**src/rtl/tt_scanner.sv**
```systemverilog
// Truth-table scanner: sweeps a_out over all codes, samples f_in after a settle delay and builds ON/DC masks.
// Optional build macro TT_ZPROBE_EN: sim-only classification of a high-Z/X f_in as don't-care (f_drv ignored).
module tt_scanner #(
  parameter int WIDTH  = 4,
  parameter int SETTLE = 1
) (
  input  logic                    clk,
  input  logic                    rst,
  input  logic                    start,
  input  logic                    f_in,
  input  logic                    f_drv,
  output logic [WIDTH-1:0]        a_out,
  output logic                    busy,
  output logic                    done,
  output logic [(1<<WIDTH)-1:0]   on_mask,
  output logic [(1<<WIDTH)-1:0]   dc_mask
);

  localparam int MW = 1 << WIDTH;
  localparam logic [3:0]       SETTLE_LD = 4'(SETTLE);
  localparam logic [WIDTH-1:0] A_LAST    = '1;

  typedef enum logic [1:0] {
    S_IDLE,
    S_SETTLE,
    S_SAMPLE,
    S_FIN
  } state_t;

  // With no settle time each vector goes straight to its sample cycle.
  localparam state_t VEC_ENTRY = (SETTLE == 0) ? S_SAMPLE : S_SETTLE;

  state_t           state_q, state_d;
  logic [3:0]       cnt_q, cnt_d;
  logic [WIDTH-1:0] a_q, a_d;
  logic [MW-1:0]    on_q, on_d;
  logic [MW-1:0]    dc_q, dc_d;
  logic             samp_on, samp_dc;

  always_comb begin
`ifdef TT_ZPROBE_EN
    samp_dc = (f_in === 1'bz) || (f_in === 1'bx);
    samp_on = !samp_dc && (f_in === 1'b1);
`else
    samp_dc = !f_drv;
    samp_on = f_drv && f_in;
`endif
  end

  always_comb begin
    state_d = state_q;
    cnt_d   = cnt_q;
    a_d     = a_q;
    on_d    = on_q;
    dc_d    = dc_q;
    case (state_q)
      S_IDLE, S_FIN: begin
        if (start) begin
          state_d = VEC_ENTRY;
          cnt_d   = SETTLE_LD;
          a_d     = '0;
          on_d    = '0;
          dc_d    = '0;
        end else begin
          state_d = S_IDLE;
        end
      end
      S_SETTLE: begin
        cnt_d = cnt_q - 4'd1;
        if (cnt_q <= 4'd1) begin
          state_d = S_SAMPLE;
        end
      end
      S_SAMPLE: begin
        if (samp_on) on_d[a_q] = 1'b1;
        if (samp_dc) dc_d[a_q] = 1'b1;
        // The sweep stops at the all-ones code; a_out never wraps.
        if (a_q == A_LAST) begin
          state_d = S_FIN;
        end else begin
          a_d     = a_q + 1'b1;
          cnt_d   = SETTLE_LD;
          state_d = VEC_ENTRY;
        end
      end
      default: state_d = S_IDLE;
    endcase
  end

  always_ff @(posedge clk or posedge rst) begin
    if (rst) begin
      state_q <= S_IDLE;
      cnt_q   <= '0;
      a_q     <= '0;
      on_q    <= '0;
      dc_q    <= '0;
    end else begin
      state_q <= state_d;
      cnt_q   <= cnt_d;
      a_q     <= a_d;
      on_q    <= on_d;
      dc_q    <= dc_d;
    end
  end

  assign a_out   = a_q;
  assign busy    = (state_q == S_SETTLE) || (state_q == S_SAMPLE);
  assign done    = (state_q == S_FIN);
  assign on_mask = on_q;
  assign dc_mask = dc_q;

endmodule

```
**config.mk**
```make
export PLATFORM = sky130hd
export DESIGN_NAME = tt_scanner
export DESIGN_NICKNAME = d
export VERILOG_FILES = /design/src/rtl/tt_scanner.sv
export SDC_FILE = /design/constraint.sdc
export NUM_CORES = 1
export LEC_CHECK = 0
export CAP_MARGIN = 40
export CORE_MARGIN = 2
export CORE_UTILIZATION = 25
export CTS_BUF_LIST = sky130_fd_sc_hd__clkbuf_2 sky130_fd_sc_hd__clkbuf_4 sky130_fd_sc_hd__clkbuf_8
export CTS_CLUSTER_SIZE = 30
export DETAILED_ROUTE_END_ITERATION = 8
export PLACE_DENSITY_LB_ADDON = 0.25
export SETUP_SLACK_MARGIN = 0.15
export SYNTH_ARGS = -nofsm -noshare
export SYNTH_HDL_FRONTEND = slang
export SYNTH_SLANG_ARGS = --single-unit
export TNS_END_PERCENT = 100
```
**constraint.sdc**
```tcl
create_clock -name clk -period 1.6 [get_ports clk]
set_input_delay 0.32 -clock clk [delete_from_list [all_inputs] [get_ports clk]]
set_output_delay 0.32 -clock clk [all_outputs]
set_load 0.05 [all_outputs]
```
# Yosys cells after proc, flatten, opt, wreduce, memory -nomap -nowiden
# Cells that the tools add are included.
# op_classes
n_addsub	2
n_lt_le_gt_ge	3
n_eq_ne	9
n_mux	17
n_bitwise	2
reduce_logical	10
# ops
op	count
16-bit case mux with 2 select lines	2
16-bit 2-to-1 mux	3
16-bit OR	2
4-bit 2-to-1 mux	4
4-bit case mux with 3 select lines	1
2-bit != test, second input constant	5
3-bit AND reduction	3
4-bit case mux with 2 select lines	1
2-bit case mux with 3 select lines	1
4-bit by 5-bit less-than comparator with 1-bit output, second input constant	1
4-bit by 1-bit adder with 4-bit output, second input constant	1
1-bit demux with 4-bit select	1
2-bit equality test, second input constant	2
4-bit equality test, second input constant	1
4-bit by 1-bit >= comparator with 1-bit output, second input constant	1
4-bit by 1-bit <= comparator with 1-bit output, second input constant	1
2-bit 2-to-1 mux	2
4-bit by 1-bit subtractor with 4-bit output, second input constant	1
2-bit by 1-bit equality test with 1-bit output, second input constant	1
1-bit logical AND	2
2-bit zero test	1
1-bit 2-to-1 mux	2
2-bit AND reduction	1
2-bit nonzero test	1
2 further kinds	2
# word_totals
ff_bits	42
in_bits	5
out_inout_bits	38

# Depth between registers and ports, before layout
# Gate-level depths: netlist (run 1).
# depth
word_depth	7
ltp_mapped	7
ltp_nobuf	5

# Least setup slack after synthesis (run 1)
# Ideal clock, no wire load.
# synth_timing
path_type	register to register
from	reg a_q[0] (netlist: a_out[0])
to	reg a_q[1] (netlist: a_out[1])
setup_time_ns	0.124
t_arrival_ns	1.745
t_required_ns	1.476
path_slack_ns	-0.269
stages_incl_launch_ff	6
n_path_buf	1
period_less_slack_ns	1.869
cell_sequence	dfrtp_1 -> ha_1 -> buf_2 -> nand4_1 -> o2111a_1 -> a211o_1
# synth_via
elab_chain_cells	3
word_cells_on_any_way	6
# synth_rtl
item	line	text
start, declared	35	logic [WIDTH-1:0] a_q, a_d;
start signal, assigned	94	a_q <= '0;
start signal, assigned	100	a_q <= a_d;
4-bit by 1-bit adder with 4-bit output or 4-bit equality test (tied branches)	81, 78	
4-bit 2-to-1 mux or 2-bit != test (tied branches)	--	
4-bit case mux with 2 select lines or 3-bit AND reduction (tied branches)	--	
# Parallel ways exist; a longest one is shown, timed or not. The select of a mux whose other input is x is not followed.
# A chain may end at the register's enable or synchronous reset.

# Worst setup path in the final report (run 1)
# layout_timing
from	reg state_q[1]
to	out busy
# layout_via
elab_chain_cells	2
word_cells_on_any_way	3
# layout_rtl
item	line	text
start, declared	33	state_t state_q, state_d;
start signal, assigned	98	state_q <= state_d;
2-bit by 1-bit equality test with 1-bit output or 2-bit equality test (tied branches)	107	assign busy = (state_q == S_SETTLE) || (state_q == S_SAMPLE);
1-bit logical OR *	107	
end, declared	13	output logic busy,
# Every way passes the cells marked *; elsewhere a longest branch is shown, timed or not.

==> run_summary.xml, run 1 <==
<?xml version="1.0" encoding="UTF-8"?>
<metrics>
  <group name="run_status">
    <metric name="outcome" unit="">finished with violations</metric>
    <metric name="failed_checks" unit="">negative setup slack</metric>
  </group>
  <group name="timing">
    <metric name="slew_violations" unit="">0</metric>
    <metric name="fin_crit" unit="ns">1.70</metric>
    <metric name="max_freq" unit="MHz">588</metric>
    <metric name="rsz0062_at_grt" unit="">yes</metric>
    <metric name="report.final.setup_viol" unit="">29</metric>
    <metric name="final_hold_viol_count" unit="">0</metric>
    <metric name="worst_pin_slew" unit="ns">0.434</metric>
    <metric name="post-route-worst-setup-slack" unit="ns">-0.100</metric>
    <metric name="timing.slew.headroom" unit="%">71.1</metric>
    <metric name="totalNegativeSetupSlack" unit="ns">-1.22</metric>
    <metric name="timing.clock.skew" unit="ns">0.00508</metric>
    <metric name="fin_crit_sh" unit="%">106</metric>
  </group>
  <group name="placement">
    <metric name="placed_cell_area" unit="sq um">3200</metric>
    <metric name="dpl.hpwl" unit="microns">3840</metric>
    <metric name="globalplace.congestion" unit="">0.727</metric>
    <metric name="buffer_ports.inserted" unit="">42</metric>
  </group>
  <group name="clock_tree">
    <metric name="cts.reportedPaths.clkPinSlew" unit="ns">0.08</metric>
    <metric name="root_buffer" unit="">clkbuf_8</metric>
    <metric name="clock-sinks" unit="">42</metric>
    <metric name="clock_insertion_delay_worst_skew" unit="ns">0.30</metric>
    <metric name="clk_path_buf_depth" unit="">2</metric>
    <metric name="tritoncts_clock_tree" unit="">done</metric>
    <metric name="numCtsBuffers" unit="">5</metric>
    <metric name="cts_max_level" unit="">2</metric>
  </group>
  <group name="drt">
    <metric name="route.vias.total" unit="">1840</metric>
    <metric name="dr.pass1.iters" unit="">4</metric>
    <metric name="routed_wirelength" unit="microns">6380</metric>
    <metric name="detail-route-antenna-nets" unit="">0</metric>
    <metric name="wl_per_cell" unit="microns">17.0</metric>
    <metric name="first_iter_violations" unit="">174</metric>
    <metric name="viasPerCell" unit="">4.89</metric>
    <metric name="post-route-drc-count" unit="">0</metric>
  </group>
  <group name="global_routing">
    <metric name="grtUsageTotal" unit="%">14.5</metric>
    <metric name="antenna_violations_before_repair" unit="">0</metric>
    <metric name="grt_start_max_net_pins" unit="">43</metric>
    <metric name="first_global_vias" unit="">1922</metric>
    <metric name="global_route_wire_length_before_repair" unit="microns">9990</metric>
    <metric name="globalRoute.totalOverflow" unit="">0</metric>
  </group>
  <group name="critical_path">
    <metric name="crit_path_start_kind" unit="">flip-flop</metric>
    <metric name="r2r_end" unit="">dc_mask[2]</metric>
    <metric name="r2r_cells" unit="">6</metric>
    <metric name="setup.worst_path.class" unit="">flip-flop to primary output</metric>
    <metric name="worst_ep_required_time" unit="ns">1.28</metric>
    <metric name="arrival" unit="ns">1.38</metric>
    <metric name="rr_startpoint" unit="">state_q[1]</metric>
    <metric name="cp-startpoint" unit="">state_q[1]</metric>
    <metric name="slack_of_the_worst_reg_to_reg_path" unit="ns">-0.06</metric>
    <metric name="critPathCaptureType" unit="">primary output</metric>
    <metric name="cp-endpoint" unit="">busy</metric>
    <metric name="path_max_fanout" unit="">2</metric>
  </group>
  <group name="finish">
    <metric name="mostFrequentLayoutCell" unit="">dfrtp_1</metric>
    <metric name="most-common-layout-cells" unit="">39 x dfrtp_1, 36 x buf_12, 29 x buf_4</metric>
    <metric name="fillCellCount" unit="">685</metric>
    <metric name="antenna-diode-count" unit="">0</metric>
    <metric name="layout.cell_area.non_filler" unit="sq um">3820</metric>
    <metric name="drive_above_1_share" unit="%">58.8</metric>
    <metric name="fin_nets" unit="">289</metric>
    <metric name="syn_to_final_growth" unit="%">87.5</metric>
  </group>
  <group name="logic_synthesis">
    <metric name="synthDistinctLibCells" unit="">40</metric>
    <metric name="synth_flop_cell" unit="">dfrtp_1</metric>
    <metric name="synth.net_count" unit="">208</metric>
    <metric name="syn-cell-area" unit="sq um">2040</metric>
    <metric name="proportion_of_synthesized_chip_area_in_sequential_cells" unit="%">51.6</metric>
    <metric name="synth_cells" unit="">192</metric>
    <metric name="ys_async_sr_fraction" unit="%">100</metric>
    <metric name="mean_instance_size_in_the_synthesized_netlist" unit="sq um">10.6</metric>
    <metric name="number_of_warnings_issued_by_yosys" unit="">0</metric>
    <metric name="synth-edff-count" unit="">0</metric>
    <metric name="postSynthRegisterBits" unit="">42</metric>
  </group>
  <group name="floorplan">
    <metric name="dieHeight" unit="microns">94.3</metric>
    <metric name="start_util" unit="%">26.1</metric>
    <metric name="floorplan.io_pins" unit="">43</metric>
    <metric name="core_area" unit="sq um">7810</metric>
    <metric name="die_x" unit="microns">94.3</metric>
    <metric name="die-area" unit="sq um">8890</metric>
    <metric name="core.rowCount" unit="">32</metric>
  </group>
  <group name="hold_path">
    <metric name="min_path_type" unit="">input port to async pin</metric>
  </group>
  <group name="pwr">
    <metric name="vdd_ir_drop_max" unit="mV">0.952</metric>
    <metric name="leakage" unit="nW">1.59</metric>
    <metric name="powerDensity" unit="nW/um^2">1490</metric>
  </group>
  <group name="flow_run">
    <metric name="cap_viol_max_count" unit="">0</metric>
  </group>
</metrics>
## critical path, cell delays in order, from the launching register on
cell	delay, ns
dfrtp_1	0.42
ha_4	0.29
buf_6	0.11
inv_4	0.03
buf_6	0.10
buf_12	0.13
## cells in the mapped netlist (2+ instances only)
| cell type | n | area share [%] |
|---|---|---|
| dfrtp_1 | 42 | 52 |
| nor2_1 | 26 | 4.8 |
| a41oi_1 | 24 | 10 |
| nand2_1 | 14 | 2.6 |
| ha_1 | 11 | 6.8 |
| o21ai_0 | 11 | 2.7 |
| inv_1 | 9 | 1.7 |
| buf_2 | 8 | 2.0 |
| o31ai_1 | 5 | 1.8 |
| clkbuf_1 | 4 | 0.74 |
| nand3_1 | 3 | 0.74 |
| nand3b_1 | 3 | 1.1 |
| nor2b_1 | 3 | 0.92 |
| a31oi_1 | 2 | 0.61 |
| buf_6 | 2 | 1.1 |
## per-layer routing
metal  part of all wire (%)  vias to the layer above  track usage [%]
li1                       -                      872                -
met1                     46                      915             19.2
met2                     48                       45             23.6
met3                    5.0                        8             3.77
met4                    1.1                        0             3.62
met5                      0                        -                0
## registers in the layout (all words and copies together), names as in the netlist
signal   count
dc_mask     16
on_mask     16
a_out        4
cnt_q        4
state_q      2
## kinds of logic (layout without fill, tap and decap cells)
kind of cell    count (synthesis)  in the layout  synth area share, %
compound gates                 55             55                 21.2
simple gates                   58             58                 13.4
buf+inv                        24            103                 5.83
flops                          42             42                 51.6
mux                             2              5                 1.29
fa+ha+maj                      11             11                 6.75
## layout make-up
class	count	area, sq um	area share [%]
multi-input cells	129	1320	34.4
clock buffers	7	90.1	2.36
inverters	9	36.3	0.950
flip-flops and latches	42	1060	27.7
well taps	102	128	3.34
clock inverters	1	5.00	0.131
repair buffers	86	1190	31.1
## how the worst min path moves through the flow
stage                     slack, ns  cells past startpoint  startpoint         end
after floorplan                0.50                      2    cnt_q[3]    cnt_q[3]
after global placement         0.48                      2  dc_mask[3]  dc_mask[3]
after detailed placement       0.48                      2  dc_mask[0]  dc_mask[0]
after CTS                      0.40                      3         rst  dc_mask[4]
after global routing           0.41                      3         rst  dc_mask[4]
final                          0.38                      3         rst  dc_mask[4]
## report_power, final
group / switching (W) / leakage, nW / internal, W
sequential: 0.000190 / 0.569 / 0.00122
clock: 0.000382 / 0.0517 / 0.000366
combinational: 0.00180 / 0.965 / 0.00174
## stage by stage
stage	power [W]	instances	hold WS [ns]	utilization, %	worst slack (ns)
after CTS	0.00510	364	0.396	45.4	-0.0866
after global placement	0.00383	345	0.478	41.0	-0.0287
after global routing	0.00597	376	0.413	48.9	-0.136
after detailed placement	0.00385	345	0.485	41.0	-0.0672
after floorplan	0.00288	192	0.503	-	-0.0908
final	0.00570	376	0.381	48.9	-0.100
## timing repair
action	CTS	global route
buffers inserted	8	9
cloned	3	3
hold buffers	0	0
gates resized for setup	37	48
pin swaps	5	15
setup endpoints to repair	44	45
No activity file was read; power rests on OpenSTA's default activity.
==> run 2, diff against run 1 <==
--- a/config.mk
+++ b/config.mk
@@ -6,6 +6,7 @@
 export NUM_CORES = 1
 export LEC_CHECK = 0
 export CAP_MARGIN = 40
+export CORE_ASPECT_RATIO = 0.8
 export CORE_MARGIN = 2
 export CORE_UTILIZATION = 25
 export CTS_BUF_LIST = sky130_fd_sc_hd__clkbuf_2 sky130_fd_sc_hd__clkbuf_4 sky130_fd_sc_hd__clkbuf_8
==> run_summary.xml, run 2 (synthesis gave the netlist of run 1 again) <==
<?xml version="1.0" encoding="UTF-8"?>
<metrics>
  <group name="run_status">
    <metric name="outcome" unit="">finished with violations</metric>
    <metric name="failed_checks" unit="">negative setup slack</metric>
  </group>
  <group name="global_routing">
    <metric name="globalRoute.totalOverflow" unit="">0</metric>
    <metric name="global_route_wire_length_before_repair" unit="microns">10000</metric>
    <metric name="first_global_vias" unit="">1867</metric>
    <metric name="grt_start_max_net_pins" unit="">43</metric>
    <metric name="antenna_violations_before_repair" unit="">0</metric>
    <metric name="grtUsageTotal" unit="%">14.4</metric>
  </group>
  <group name="drt">
    <metric name="detail-route-antenna-nets" unit="">0</metric>
    <metric name="routed_wirelength" unit="microns">6350</metric>
    <metric name="wl_per_cell" unit="microns">17.0</metric>
    <metric name="dr.pass1.iters" unit="">4</metric>
    <metric name="first_iter_violations" unit="">84</metric>
    <metric name="post-route-drc-count" unit="">0</metric>
    <metric name="route.vias.total" unit="">1808</metric>
    <metric name="viasPerCell" unit="">4.85</metric>
  </group>
  <group name="critical_path">
    <metric name="rr_startpoint" unit="">state_q[0]</metric>
    <metric name="crit_path_start_kind" unit="">flip-flop</metric>
    <metric name="setup.worst_path.class" unit="">flip-flop to primary output</metric>
    <metric name="critPathCaptureType" unit="">primary output</metric>
    <metric name="cp-startpoint" unit="">state_q[0]</metric>
    <metric name="cp-endpoint" unit="">busy</metric>
    <metric name="r2r_cells" unit="">7</metric>
    <metric name="arrival" unit="ns">1.39</metric>
    <metric name="path_max_fanout" unit="">3</metric>
    <metric name="r2r_end" unit="">on_mask[7]</metric>
    <metric name="slack_of_the_worst_reg_to_reg_path" unit="ns">-0.08</metric>
    <metric name="worst_ep_required_time" unit="ns">1.28</metric>
  </group>
  <group name="timing">
    <metric name="slew_violations" unit="">0</metric>
    <metric name="timing.slew.headroom" unit="%">64.8</metric>
    <metric name="worst_pin_slew" unit="ns">0.529</metric>
    <metric name="fin_crit" unit="ns">1.71</metric>
    <metric name="timing.clock.skew" unit="ns">0.0139</metric>
    <metric name="post-route-worst-setup-slack" unit="ns">-0.112</metric>
    <metric name="fin_crit_sh" unit="%">107</metric>
    <metric name="final_hold_viol_count" unit="">0</metric>
    <metric name="report.final.setup_viol" unit="">31</metric>
    <metric name="max_freq" unit="MHz">584</metric>
    <metric name="rsz0062_at_grt" unit="">yes</metric>
  </group>
  <group name="hold_path">
    <metric name="min_path_type" unit="">input port to async pin</metric>
  </group>
  <group name="pwr">
    <metric name="powerDensity" unit="nW/um^2">1510</metric>
    <metric name="vdd_ir_drop_max" unit="mV">0.908</metric>
    <metric name="leakage" unit="nW">1.57</metric>
  </group>
  <group name="flow_run">
    <metric name="cap_viol_max_count" unit="">0</metric>
  </group>
  <group name="clock_tree">
    <metric name="clk_path_buf_depth" unit="">2</metric>
    <metric name="tritoncts_clock_tree" unit="">done</metric>
    <metric name="clock_insertion_delay_worst_skew" unit="ns">0.31</metric>
    <metric name="holdBufCountCts" unit="">0</metric>
    <metric name="clock-sinks" unit="">42</metric>
    <metric name="root_buffer" unit="">clkbuf_8</metric>
    <metric name="numCtsBuffers" unit="">5</metric>
    <metric name="cts.reportedPaths.clkPinSlew" unit="ns">0.10</metric>
    <metric name="cts_max_level" unit="">2</metric>
  </group>
  <group name="finish">
    <metric name="syn_to_final_growth" unit="%">85.2</metric>
    <metric name="drive_above_1_share" unit="%">57.7</metric>
    <metric name="antenna-diode-count" unit="">0</metric>
    <metric name="mostFrequentLayoutCell" unit="">dfrtp_1</metric>
    <metric name="most-common-layout-cells" unit="">39 x dfrtp_1, 32 x buf_12, 30 x buf_4</metric>
    <metric name="final_core_utilization" unit="%">47.7</metric>
    <metric name="fin_nets" unit="">280</metric>
  </group>
  <group name="placement">
    <metric name="buffer_ports.inserted" unit="">42</metric>
    <metric name="globalplace.congestion" unit="">0.772</metric>
    <metric name="dpl.hpwl" unit="microns">3890</metric>
    <metric name="pre_cts_ws" unit="ns">-0.0793</metric>
  </group>
  <group name="floorplan">
    <metric name="core.rowCount" unit="">29</metric>
    <metric name="dieHeight" unit="microns">84.8</metric>
    <metric name="die_x" unit="microns">105</metric>
    <metric name="die-area" unit="sq um">8900</metric>
    <metric name="start_util" unit="%">25.8</metric>
    <metric name="core_area" unit="sq um">7910</metric>
    <metric name="floorplan.io_pins" unit="">43</metric>
  </group>
</metrics>
-- run 2: layout make-up --
type                    instances  area, sq um
clock buffers                   5         68.8
clock inverters                 3         43.8
fillers                       744         4140
inverters                       9         33.8
multi-input cells             127         1340
flip-flops and latches         42         1060
well taps                     108          135
repair buffers                 79         1090
-- run 2: where the power goes --
part / internal [W] / leakage (nW) / total, W / switching [W]
sequential: 0.00122 / 0.569 / 0.00142 / 0.000200
combinational: 0.00165 / 0.938 / 0.00341 / 0.00176
clock: 0.000468 / 0.0585 / 0.000875 / 0.000407
total: 0.00334 / 1.57 / 0.00570 / 0.00237
-- run 2: how the worst min path moves through the flow --
stage                              to  slack (ns)  cells after the start
after floorplan              cnt_q[3]        0.50                      2
after global placement     dc_mask[0]        0.47                      2
after detailed placement  dc_mask[11]        0.48                      2
after CTS                  state_q[0]        0.38                      3
after global routing       state_q[0]        0.44                      3
final                      dc_mask[4]        0.38                      3
-- run 2: timing repair --
| item | 4_1_cts | 5_1_grt |
|---|---|---|
| resized for setup | 63 | 26 |
| buffers inserted | 8 | 3 |
| pin swaps | 14 | 13 |
| cloned | 2 | 2 |
| endpoints found under the setup margin | 46 | 46 |
-- run 2: per-layer routing --
layer / GRT usage, % / part of all wire (%) / vias up
met1: 21.5 / 50 / 907
met4: 3.27 / 0.74 / 0
met2: 21.1 / 46 / 35
met5: 0 / 0 / -
met3: 3.49 / 3.5 / 8
li1: - / - / 858
-- run 2: worst max-delay path, cell delays in order (launching register included) --
cell and delay, ns:
dfrtp_1 0.39, inv_2 0.06, ha_4 0.27, buf_6 0.09, inv_2 0.03, buf_6 0.11, buf_12 0.13
-- run 2: per-stage QoR --
step | setup TNS (ns) | total power [W] | hold slack (ns) | cells | instance area [sq um]
final | -1.69 | 0.00570 | 0.376 | 373 | 3770
after floorplan | -0.600 | 0.00288 | 0.503 | 192 | 2220
after detailed placement | -0.941 | 0.00386 | 0.479 | 350 | 3150
after global placement | -0.486 | 0.00383 | 0.473 | 350 | 3150
after CTS | -0.727 | 0.00540 | 0.384 | 368 | 3580
after global routing | -3.93 | 0.00600 | 0.437 | 373 | 3770
